`config.mk`:
```
export PLATFORM = sky130hd
export DESIGN_NAME = sync_lock_sequencer_flat
export DESIGN_NICKNAME = d
export VERILOG_FILES = /design/src/rtl/sync_lock_sequencer_pkg.sv /design/src/rtl/sync_lock_sequencer_if.sv /design/src/rtl/sync_lock_sequencer_interval_meter.sv /design/src/rtl/sync_lock_sequencer.sv /design/src/flat_wrapper.sv
export SDC_FILE = /design/constraint.sdc
export NUM_CORES = 1
export LEC_CHECK = 0
export ABC_AREA = 0
export BUFFER_PORTS_ARGS = -buffer_cell sky130_fd_sc_hd__buf_4
export CAP_MARGIN = 20
export CORE_MARGIN = 2
export CORE_UTILIZATION = 40
export DETAILED_ROUTE_END_ITERATION = 16
export PLACE_DENSITY_LB_ADDON = 0.15
export SYNTH_ARGS = -nofsm -noshare
export SYNTH_HDL_FRONTEND = slang
export SYNTH_SLANG_ARGS = --single-unit
```
`constraint.sdc`:
```
create_clock -name clk -period 4.3 [get_ports clk]
set_clock_uncertainty 0.05 [all_clocks]
set_input_delay 0.43 -clock clk [delete_from_list [all_inputs] [get_ports clk]]
set_output_delay 0.43 -clock clk [all_outputs]
set_load 0.02 [all_outputs]
```
`src/rtl/sync_lock_sequencer_pkg.sv`:
```
// Shared encodings for the sync lock sequencer: lock-state codes and
// the sync side identifier.
package sync_lock_sequencer_pkg;

  typedef enum logic [1:0] {
    ST_IDLE     = 2'd0,
    ST_ACQUIRE  = 2'd1,
    ST_LOCKED   = 2'd2,
    ST_HOLDOVER = 2'd3
  } state_e;

  typedef enum logic {
    SIDE_L = 1'b0,
    SIDE_R = 1'b1
  } side_e;

endpackage

```
`src/rtl/sync_lock_sequencer_if.sv`:
```
// Sync-event inputs and lock-status outputs of the sync lock sequencer.
// The master side is the edge detector / predictor environment.
interface sync_lock_sequencer_if #(
  parameter int unsigned CNT_W = 32
);
  logic             lsync_fall;
  logic             rsync_fall;
  logic             sync_start_stable;
  logic             capture_en;
  logic             locked;
  logic [1:0]       state;
  logic [CNT_W-1:0] ref_interval;
  logic [3:0]       miss_cnt;
  logic             sync_err;
  logic             side_err;
  logic             lock_lost;

  modport master (
    output lsync_fall, rsync_fall, sync_start_stable,
    input  capture_en, locked, state, ref_interval, miss_cnt,
           sync_err, side_err, lock_lost
  );

  modport slave (
    input  lsync_fall, rsync_fall, sync_start_stable,
    output capture_en, locked, state, ref_interval, miss_cnt,
           sync_err, side_err, lock_lost
  );
endinterface

```
`src/rtl/sync_lock_sequencer_interval_meter.sv`:
```
// Saturating cycle counter between sync events, with the tolerance,
// overdue and timeout compares against the reference interval.
module sync_lock_sequencer_interval_meter #(
  parameter int unsigned CNT_W   = 32,
  parameter int unsigned TOL     = 64,
  parameter int unsigned TIMEOUT = 1000000
) (
  input  logic             clk,
  input  logic             reset_n,
  input  logic             ev_i,
  input  logic             rebase_i,
  input  logic [CNT_W-1:0] ref_i,
  output logic [CNT_W-1:0] interval_o,
  output logic             in_tol_o,
  output logic             overdue_o,
  output logic             timeout_o
);

  localparam logic [CNT_W:0] TOL_X     = (CNT_W+1)'(TOL);
  localparam logic [CNT_W:0] LATE_X    = (CNT_W+1)'(TOL + 1);
  localparam logic [CNT_W:0] TIMEOUT_X = (CNT_W+1)'(TIMEOUT);

  logic [CNT_W-1:0] cnt_q, cnt_d;
  logic [CNT_W:0]   cnt_x, ref_x, dev;

  assign cnt_x = {1'b0, cnt_q};
  assign ref_x = {1'b0, ref_i};

  // Rebase keeps the count aligned to the predicted event grid after a
  // missed sync, so a late event is still measured against one period.
  always_comb begin
    cnt_d = cnt_q;
    if (ev_i) begin
      cnt_d = CNT_W'(1);
    end else if (rebase_i) begin
      cnt_d = cnt_q - ref_i;
    end else if (cnt_q != '1) begin
      cnt_d = cnt_q + CNT_W'(1);
    end
  end

  always_ff @(posedge clk or negedge reset_n) begin
    if (!reset_n) begin
      cnt_q <= '0;
    end else begin
      cnt_q <= cnt_d;
    end
  end

  assign dev        = (cnt_x >= ref_x) ? (cnt_x - ref_x) : (ref_x - cnt_x);
  assign in_tol_o   = (dev <= TOL_X);
  assign overdue_o  = (cnt_x == ref_x + LATE_X);
  assign timeout_o  = (cnt_x >= TIMEOUT_X);
  assign interval_o = cnt_q;

endmodule

```
`src/rtl/sync_lock_sequencer.sv`:
```
// Qualifies left/right sync falls, tracks the sync interval and runs the
// IDLE/ACQUIRE/LOCKED/HOLDOVER lock machine that gates capture pulses.
module sync_lock_sequencer
  import sync_lock_sequencer_pkg::*;
#(
  parameter int unsigned CNT_W      = 32,
  parameter int unsigned LOCK_COUNT = 4,
  parameter int unsigned MISS_LIMIT = 3,
  parameter int unsigned TOL        = 64,
  parameter int unsigned TIMEOUT    = 1000000
) (
  input  logic                  clk,
  input  logic                  reset_n,
  sync_lock_sequencer_if.slave  bus
);

  state_e           state_q, state_d;
  side_e            last_side_q, last_side_d;
  logic [3:0]       good_q, good_d;
  logic [3:0]       miss_q, miss_d;
  logic [CNT_W-1:0] ref_q, ref_d;
  logic             first_q, first_d;
  logic             capture_en_q, capture_en_d;
  logic             sync_err_q, sync_err_d;
  logic             side_err_q, side_err_d;
  logic             lock_lost_q, lock_lost_d;

  logic             ev, both, same_side, side_bad, good;
  logic             is_locked, timeout, overdue;
  side_e            ev_side;
  logic [4:0]       good_inc, miss_inc;
  logic [CNT_W-1:0] interval;
  logic             in_tol, overdue_hit, timeout_hit;

  assign ev        = bus.lsync_fall | bus.rsync_fall;
  assign both      = bus.lsync_fall & bus.rsync_fall;
  assign ev_side   = bus.rsync_fall ? SIDE_R : SIDE_L;
  assign is_locked = (state_q == ST_LOCKED) || (state_q == ST_HOLDOVER);
  assign same_side = ev && !both && (state_q != ST_IDLE) && (ev_side == last_side_q);
  assign side_bad  = both | same_side;
  assign good      = in_tol & ~side_bad;
  assign good_inc  = {1'b0, good_q} + 5'd1;
  assign miss_inc  = {1'b0, miss_q} + 5'd1;
  assign timeout   = (state_q != ST_IDLE) && !ev && timeout_hit;
  assign overdue   = is_locked && !ev && !timeout && overdue_hit;

  sync_lock_sequencer_interval_meter #(
    .CNT_W   (CNT_W),
    .TOL     (TOL),
    .TIMEOUT (TIMEOUT)
  ) u_meter (
    .clk        (clk),
    .reset_n    (reset_n),
    .ev_i       (ev),
    .rebase_i   (overdue),
    .ref_i      (ref_q),
    .interval_o (interval),
    .in_tol_o   (in_tol),
    .overdue_o  (overdue_hit),
    .timeout_o  (timeout_hit)
  );

  always_comb begin
    state_d      = state_q;
    last_side_d  = last_side_q;
    good_d       = good_q;
    miss_d       = miss_q;
    ref_d        = ref_q;
    first_d      = first_q;
    sync_err_d   = 1'b0;
    side_err_d   = side_bad;
    lock_lost_d  = 1'b0;
    capture_en_d = bus.sync_start_stable & is_locked;

    if (ev && !both) begin
      last_side_d = ev_side;
    end

    unique case (state_q)
      ST_IDLE: begin
        if (ev) begin
          state_d = ST_ACQUIRE;
          good_d  = '0;
          first_d = 1'b1;
        end
      end

      ST_ACQUIRE: begin
        if (timeout) begin
          state_d = ST_IDLE;
          miss_d  = '0;
        end else if (ev) begin
          if (first_q) begin
            ref_d   = interval;
            good_d  = '0;
            first_d = 1'b0;
          end else if (good) begin
            good_d = good_inc[3:0];
            if (good_inc >= 5'(LOCK_COUNT)) begin
              state_d = ST_LOCKED;
              miss_d  = '0;
            end
          end else begin
            ref_d      = interval;
            good_d     = '0;
            sync_err_d = 1'b1;
          end
        end
      end

      ST_LOCKED: begin
        if (timeout) begin
          state_d = ST_IDLE;
          miss_d  = '0;
        end else if ((ev && !good) || overdue) begin
          sync_err_d = ev;
          miss_d     = 4'd1;
          state_d    = ST_HOLDOVER;
        end
      end

      ST_HOLDOVER: begin
        if (timeout) begin
          state_d = ST_IDLE;
          miss_d  = '0;
        end else if (ev && good) begin
          state_d = ST_LOCKED;
          miss_d  = '0;
        end else if (ev || overdue) begin
          sync_err_d = ev;
          miss_d     = miss_inc[3:0];
          if (miss_inc >= 5'(MISS_LIMIT)) begin
            state_d     = ST_ACQUIRE;
            lock_lost_d = 1'b1;
            good_d      = '0;
          end
        end
      end

      default: state_d = ST_IDLE;
    endcase
  end

  always_ff @(posedge clk or negedge reset_n) begin
    if (!reset_n) begin
      state_q      <= ST_IDLE;
      last_side_q  <= SIDE_L;
      good_q       <= '0;
      miss_q       <= '0;
      ref_q        <= '0;
      first_q      <= 1'b0;
      capture_en_q <= 1'b0;
      sync_err_q   <= 1'b0;
      side_err_q   <= 1'b0;
      lock_lost_q  <= 1'b0;
    end else begin
      state_q      <= state_d;
      last_side_q  <= last_side_d;
      good_q       <= good_d;
      miss_q       <= miss_d;
      ref_q        <= ref_d;
      first_q      <= first_d;
      capture_en_q <= capture_en_d;
      sync_err_q   <= sync_err_d;
      side_err_q   <= side_err_d;
      lock_lost_q  <= lock_lost_d;
    end
  end

  assign bus.capture_en   = capture_en_q;
  assign bus.locked       = (state_q == ST_LOCKED) || (state_q == ST_HOLDOVER);
  assign bus.state        = state_q;
  assign bus.ref_interval = ref_q;
  assign bus.miss_cnt     = miss_q;
  assign bus.sync_err     = sync_err_q;
  assign bus.side_err     = side_err_q;
  assign bus.lock_lost    = lock_lost_q;

endmodule

```
`src/flat_wrapper.sv`:
```
// flat-port wrapper written by rule: the top's interface ports become plain ports
module sync_lock_sequencer_flat import sync_lock_sequencer_pkg::*;
#(
  parameter int unsigned CNT_W      = 32,
  parameter int unsigned LOCK_COUNT = 4,
  parameter int unsigned MISS_LIMIT = 3,
  parameter int unsigned TOL        = 64,
  parameter int unsigned TIMEOUT    = 1000000
)
  (clk, reset_n, bus_lsync_fall, bus_rsync_fall, bus_sync_start_stable, bus_capture_en, bus_locked, bus_state, bus_ref_interval, bus_miss_cnt, bus_sync_err, bus_side_err, bus_lock_lost);
  sync_lock_sequencer_if #(.CNT_W(CNT_W)) bus_i ();
  input  logic clk;
  input  logic reset_n;
  input wire logic [$bits(bus_i.lsync_fall)-1:0] bus_lsync_fall;
  input wire logic [$bits(bus_i.rsync_fall)-1:0] bus_rsync_fall;
  input wire logic [$bits(bus_i.sync_start_stable)-1:0] bus_sync_start_stable;
  output wire logic [$bits(bus_i.capture_en)-1:0] bus_capture_en;
  output wire logic [$bits(bus_i.locked)-1:0] bus_locked;
  output wire logic [$bits(bus_i.state)-1:0] bus_state;
  output wire logic [$bits(bus_i.ref_interval)-1:0] bus_ref_interval;
  output wire logic [$bits(bus_i.miss_cnt)-1:0] bus_miss_cnt;
  output wire logic [$bits(bus_i.sync_err)-1:0] bus_sync_err;
  output wire logic [$bits(bus_i.side_err)-1:0] bus_side_err;
  output wire logic [$bits(bus_i.lock_lost)-1:0] bus_lock_lost;
  assign bus_i.lsync_fall = bus_lsync_fall;
  assign bus_i.rsync_fall = bus_rsync_fall;
  assign bus_i.sync_start_stable = bus_sync_start_stable;
  assign bus_capture_en = bus_i.capture_en;
  assign bus_locked = bus_i.locked;
  assign bus_state = bus_i.state;
  assign bus_ref_interval = bus_i.ref_interval;
  assign bus_miss_cnt = bus_i.miss_cnt;
  assign bus_sync_err = bus_i.sync_err;
  assign bus_side_err = bus_i.side_err;
  assign bus_lock_lost = bus_i.lock_lost;
  sync_lock_sequencer #(.CNT_W(CNT_W), .LOCK_COUNT(LOCK_COUNT), .MISS_LIMIT(MISS_LIMIT), .TOL(TOL), .TIMEOUT(TIMEOUT)) u_core (.clk(clk), .reset_n(reset_n), .bus(bus_i));
endmodule
```
== Word-level counts from Yosys, hierarchy flattened ==
Cells that the tools add are included.
Operators by class
  add/subtract/negate cells: 7
  $lt $le $gt $ge: 5
  equal/unequal tests: 21
  multiplexer cells: 60
  bitwise operators: 7
  reduce and logical (&&, ||, !) cells: 28
Operators with widths (count)
  $mux 32: 5
  $mux 4: 19
  $sub 32x32->33: 2
  $add 32x7->33 const B: 1
  $eq 32x33->1: 1
  $le 33x7->1 const B: 1
  $mux 33: 1
  $add 32x1->32 const B: 1
  $ge 32x20->1 const B: 1
  $ge 32x32->1: 1
  $ne 32x32->1 const B: 1
  $sub 32x32->32: 1
  $mux 2: 12
  $pmux 4 s3: 2
  $mux 1: 18
  $reduce_and 8->1: 2
  $ne 3x1->1 const B: 4
  $add 4x1->5 const B: 2
  $logic_and 1x1->1: 10
  $ne 2x1->1 const B: 5
  $reduce_bool 3->1: 3
  $ne 4x1->1 const B: 2
  $pmux 2 s4: 1
  $reduce_and 4->1: 2
  other kinds (17): 30
Storage, ports and cells
  register bits after elaboration: 80
  bits of input ports: 5
  word-level logic and storage cells: 139

== Longest topological paths before layout ==
  depth after elaboration: 14
  gate-level depth with buffers: 18

== By module ==
A second synthesis with hierarchy kept.
Second synthesis, totals
  cell total of the unflattened synthesis: 1161
  area total of the unflattened synthesis: 9366.5 µm²
By module, submodules not included
  sync_lock_sequencer_interval_meter: instances 1, cells each 971, area each 7099.3 µm², seq. area each 800.8 µm²
  sync_lock_sequencer: instances 1, cells each 190, area each 2267.2 µm², seq. area each 1201.2 µm²

== Worst setup path before layout ==
OpenSTA, ideal clock, no wires.
  kind: reg2reg
  start point: register u_core.ref_q[2], in the netlist u_core.bus.ref_interval[2]
  end point: register u_core.miss_q[1], in the netlist u_core.bus.miss_cnt[1]
  library setup time: 125 ps
  data arrival time: 4041 ps
  required time: 4125 ps
  setup slack: 84 ps
  cell stages (with the launch flop): 15
  buffers on the path: 1
  clock period less this slack: 4216 ps
  cell sequence: dfrtp_1 > inv_1 > ha_1 > clkbuf_1 > a21oi_1 > or3b_2 > a211o_1 > and3_1 > xnor2_1 > or4_4 > a22oi_2 > nand3_1 > or3_4 > a211o_1 > mux2_4
Between the ends
  cells in the longest elaborated chain, start to end: 9
Ends and longest elaborated chain
  start, declared: line sync_lock_sequencer.sv:21  | logic [CNT_W-1:0] ref_q, ref_d;
  start signal, assigned: line sync_lock_sequencer.sv:161  | ref_q <= ref_d;
  $sub 32x32->33 / $ge 32x32->1 (equally long branches): line sync_lock_sequencer_interval_meter.sv:50  | assign dev = (cnt_x >= ref_x) ? (cnt_x - ref_x) : (ref_x - cnt_x);
  $mux 33: line sync_lock_sequencer_interval_meter.sv:50
  $le 33x7->1: line sync_lock_sequencer_interval_meter.sv:51  | assign in_tol_o = (dev <= TOL_X);
  $and 1x1->1: line sync_lock_sequencer.sv:41  | assign good = in_tol & ~side_bad;
  $logic_not 1->1: line sync_lock_sequencer.sv:115  | end else if ((ev && !good) || overdue) begin
  $logic_and 1x1->1: line sync_lock_sequencer.sv:115
  $logic_or 1x1->1: line sync_lock_sequencer.sv:115
  $ne 3x1->1 (no source line)
  $reduce_and 7->1 (no source line)
  end signal, assigned: line sync_lock_sequencer.sv:160  | miss_q <= miss_d;
  end, declared: line sync_lock_sequencer.sv:20  | logic [3:0] miss_q, miss_d;
Several ways; a longest one is shown, not always the timed one.
A chain may end at the register's enable or synchronous reset.

== Worst setup path in the final report ==
  start point: register u_core.u_meter.cnt_q[11], in the netlist u_core.u_meter.interval_o[11]
  end point: register u_core.miss_q[1], in the netlist u_core.bus.miss_cnt[1]
Between the ends
  cells in the longest elaborated chain, start to end: 9
Ends and longest elaborated chain
  start, declared: line sync_lock_sequencer_interval_meter.sv:23  | logic [CNT_W-1:0] cnt_q, cnt_d;
  start signal, assigned: line sync_lock_sequencer_interval_meter.sv:46  | cnt_q <= cnt_d;
  $sub 32x32->33 / $ge 32x32->1 (equally long branches): line sync_lock_sequencer_interval_meter.sv:50
  $mux 33: line sync_lock_sequencer_interval_meter.sv:50
  $le 33x7->1: line sync_lock_sequencer_interval_meter.sv:51
  $and 1x1->1: line sync_lock_sequencer.sv:41
  $logic_not 1->1: line sync_lock_sequencer.sv:115
  $logic_and 1x1->1: line sync_lock_sequencer.sv:115
  $logic_or 1x1->1: line sync_lock_sequencer.sv:115
  $ne 3x1->1 (no source line)
  $reduce_and 7->1 (no source line)
Several ways; a longest one is shown, not always the timed one.

==> qor_table.md <==
| Metric | This run |
| --- | --- |
| Detailed Route Iter0 Violations | 1,129 |
| Number of antenna-violating nets in the routed design | 0 |
| Die extent in y | 160 µm |
| Routed length per instance | 21.8 µm |
| Final Hold Fails | 0 |
| CP max-delay cell | sky130_fd_sc_hd__or4_1 |
| Switching Share | 42.6% |
| Post-Place Cells | 1,832 |
| Placeable Area | 0.0236 mm² |
| Status | finished, final reports clean |
| Flip-flop cell with the highest count after synthesis | sky130_fd_sc_hd__dfrtp_1 |
| Antenna violations before repair | 0 |
| Area overhead of the layout relative to synthesis | 36.0% |
| Grt total ovfl | 0 |
| Distinct cell type count of the synthesized netlist | 87 |
| Ports placed on the boundary | 48 |
| Leakage power | 6.24 nW |
| Multi-input gate area in the final layout | 0.00775 mm² |
| Share of cells above drive strength 1 | 30.4% |
| Global-route wire length before repair | 62,100 µm |
| Share of total power in the clock network | 21.1% |
| CTS tree | built |
| Post-route DRC | 0 |
| DRT Pass-1 Iters | 5 |
| Sum of buffers and inverters on the critical path | 3 |
| Net switching power | 1.80 mW |
| Worst reg2reg path depth | 16 |
| Peak fanout along the critical path | 5 |
| Vias post-DR | 11,204 |
| Crit-path most repeated cell | sky130_fd_sc_hd__buf_4 |
| Fmax | 237 MHz |
| Leading cell types in the layout, fill and taps excluded | sky130_fd_sc_hd__buf_4 (309), sky130_fd_sc_hd__nand2_1 (114), sky130_fd_sc_hd__inv_1 (84) |
| Share of the clock period used by the worst path after layout | 98.0% |
| Area enclosed by the die boundary | 0.0255 mm² |
| Placed cell area | 0.0121 mm² |
| Number of storage elements in the synthesis netlist | 80 |
| Cell-by-cell trace of the critical path | buf_4 -> inv_1 -> ha_1 -> a21oi_2 -> o21a_1 -> a21bo_2 -> o31ai_2 -> buf_4 -> nand2b_1 -> mux2i_1 -> or4_1 -> a22oi_2 -> nand3_1 -> or3_4 -> a211o_1 -> mux2_4 |
| Count of non-filler cells in the finished layout | 1,862 |
| Setup WS post-layout | 84.5 ps |
| Crit path arrival time | 4420 ps |
| Sequential share of the synthesized area | 20.6% |
| Half-perimeter wire length of the detailed placement result | 32,000 µm |
| Per-instance average area after synthesis | 7.65 µm² |
| Depth of the critical timing path with buffers and inverters included | 16 |
| Normalized max-slew margin | 47.7% |
| Sum of negative setup slack | 0 ps |
| Post-layout instance area | 0.0132 mm² |
| Number of clock sinks seen by CTS | 80 |
| Num CTS Buffers | 9 |
| Register area | 0.00200 mm² |
| Starting density of the core | 41.1% |
| Clock Latency Late Sink | 370 ps |
| Final hold slack | 62.2 ps |
| Fraction of registers with async set/reset | 100% |
| Min cycle time layout | 4220 ps |
| Pin count of the biggest net entering global routing | 52 |
| Vias in the first global route | 10,706 |
| Worst slew pin tran | 785 ps |
| Synth Instances | 1,268 |
| Peak supply drop | 0.508 mV |
| Endpoint type of the worst setup path | flop |
| Clock transition time at the flip-flop clock pins of the worst setup and hold paths | 90 ps |
| MaxCap Viol Count | 0 |
| Total Routed Length | 40,600 µm |
| Endpoint of the lowest-slack register-to-register path | u_core.bus.miss_cnt[1] |
| Clock root buffer master | sky130_fd_sc_hd__clkbuf_16 |
| Total global-route track usage | 31.0% |
| Sequential fraction of design power | 20.2% |
| Max H-tree Level | 3 |
| Row count | 56 |
| Place WS | -123 ps |
| Critical path class | reg -> reg |
| Biggest cell delay along the critical path | 620 ps |
| I/O Buffers | 47 |
| Number of flops mapped to enable cells by yosys | 0 |
| Routability congestion estimate | 1.03 |
| Warning count from the yosys run | 0 |
| Setup-failing EPs final | 0 |
| NumNets Final | 1,617 |
| Commonest non-fill, non-tap cell in the layout | sky130_fd_sc_hd__buf_4 |
| Synthesized area | 0.00970 mm² |
| Ant. Diodes | 0 |
| Avg Vias per Cell | 6.02 |
| Min-delay worst type | in -> async |
| Crit start category | flop |
| Combinational share of power | 58.7% |
| Total internal power | 2.41 mW |
| Final number of max-transition violations | 0 |
| Final-layout fill cell count | 2,255 |
| Source of the worst register-to-register timing path | u_core.u_meter.interval_o[11] |
| Number of buffers between clock root and the deepest sink | 2 |
| Family of cells with the greatest summed delay on the critical path | compound AO/OA/AOI/OAI gates |
| Reg2Reg Setup Slack | 80 ps |
| Req. time, crit path | 4500 ps |
| Die boundary width | 160 µm |
| Syn_nets | 1,347 |
| PwrDens | 319 mW/mm² |
[synth_stat cells, types with 13 or more instances]
master,instances,area (µm²)
sky130_fd_sc_hd__ha_1,73,913
sky130_fd_sc_hd__nor4_1,20,125
sky130_fd_sc_hd__inv_1,87,327
sky130_fd_sc_hd__nand3_1,55,275
sky130_fd_sc_hd__o21a_1,20,150
sky130_fd_sc_hd__xor2_1,23,201
sky130_fd_sc_hd__a211oi_1,14,105
sky130_fd_sc_hd__nor3_1,34,170
sky130_fd_sc_hd__buf_2,15,75.1
sky130_fd_sc_hd__dfrtp_1,80,2000
sky130_fd_sc_hd__nor2_1,77,289
sky130_fd_sc_hd__o21ai_0,94,470
sky130_fd_sc_hd__nand4_1,38,238
sky130_fd_sc_hd__and3_1,13,81.3
sky130_fd_sc_hd__clkbuf_1,34,128
sky130_fd_sc_hd__a21o_1,13,97.6
sky130_fd_sc_hd__a21oi_1,102,510
sky130_fd_sc_hd__xnor2_1,79,692
sky130_fd_sc_hd__mux2i_1,49,490
sky130_fd_sc_hd__nand2_1,115,432
[layer usage]
metal / vias up / wire [µm] / global-route usage [%]
met5: - / 0 / 0
met4: 0 / 1780 / 11.9
met3: 118 / 3190 / 4.57
met2: 519 / 18600 / 50.7
met1: 5382 / 17100 / 41.2
li1: 5185 / - / -
[cell type report]
type | instances | area share, %
multi-input combinational | 1044 | 58.8
inverter | 88 | 2.50
tap | 319 | 3.03
sequential | 80 | 15.2
clock buffer | 10 | 1.81
timing repair buffer | 315 | 18.2
clock inverter | 6 | 0.550
[repair_timing]
item / CTS / global route
buffers inserted: 0 / 14
setup endpoints to repair: 7 / 44
hold buffers: 0 / 0
pin swaps: 5 / 27
gates resized for setup: 9 / 141
[registers in the layout, summed over array words and instances, names as in the netlist]
signal,cells
u_core.bus.state,2
u_core.bus.miss_cnt,4
u_core.u_meter.interval_o,32
u_core.bus.side_err,1
u_core.last_side_q,1
u_core.bus.lock_lost,1
u_core.good_q,4
u_core.bus.ref_interval,32
u_core.bus.sync_err,1
u_core.first_q,1
u_core.bus.capture_en,1
[worst max-delay path by stage]
stage                                        startpoint                endpoint  slack [ps]
after floorplan              u_core.bus.ref_interval[2]  u_core.bus.miss_cnt[1]          80
after global placement      u_core.bus.ref_interval[27]  u_core.bus.miss_cnt[1]         -90
after detailed placement    u_core.bus.ref_interval[11]     u_core.bus.state[1]        -120
after CTS                 u_core.u_meter.interval_o[11]  u_core.bus.miss_cnt[2]           7
after global routing        u_core.bus.ref_interval[12]  u_core.bus.miss_cnt[1]         -10
final                     u_core.u_meter.interval_o[11]  u_core.bus.miss_cnt[1]          80
[power by group through the flow]
stage	clock (mW)	combinational [mW]	sequential (mW)
2_1_floorplan	0	1.25	0.905
3_3_place_gp	0	2.14	0.857
3_5_place_dp	0	2.15	0.859
4_1_cts	0.898	2.18	0.845
5_1_grt	0.930	2.63	0.852
6_report	0.890	2.47	0.849
[metrics by stage]
step	utilization [%]	power [mW]
after floorplan	-	2.16
after global placement	51.4	3.00
after detailed placement	51.4	3.01
after CTS	52.8	3.92
after global routing	55.9	4.41
final	55.9	4.21
[cells by family (layout without fill, tap and decap cells)]
family          Yosys count  in the layout  share of synthesized area (%)
fa+ha+maj                74             74                           9.63
mux                      61             61                           6.49
compound gates          374            374                           25.3
xor+xnor                102            102                           9.21
simple gates            433            433                           22.9
buf+inv                 144            419                           5.85
flops                    80             80                           20.6
No activity file was read; power rests on OpenSTA's default activity.
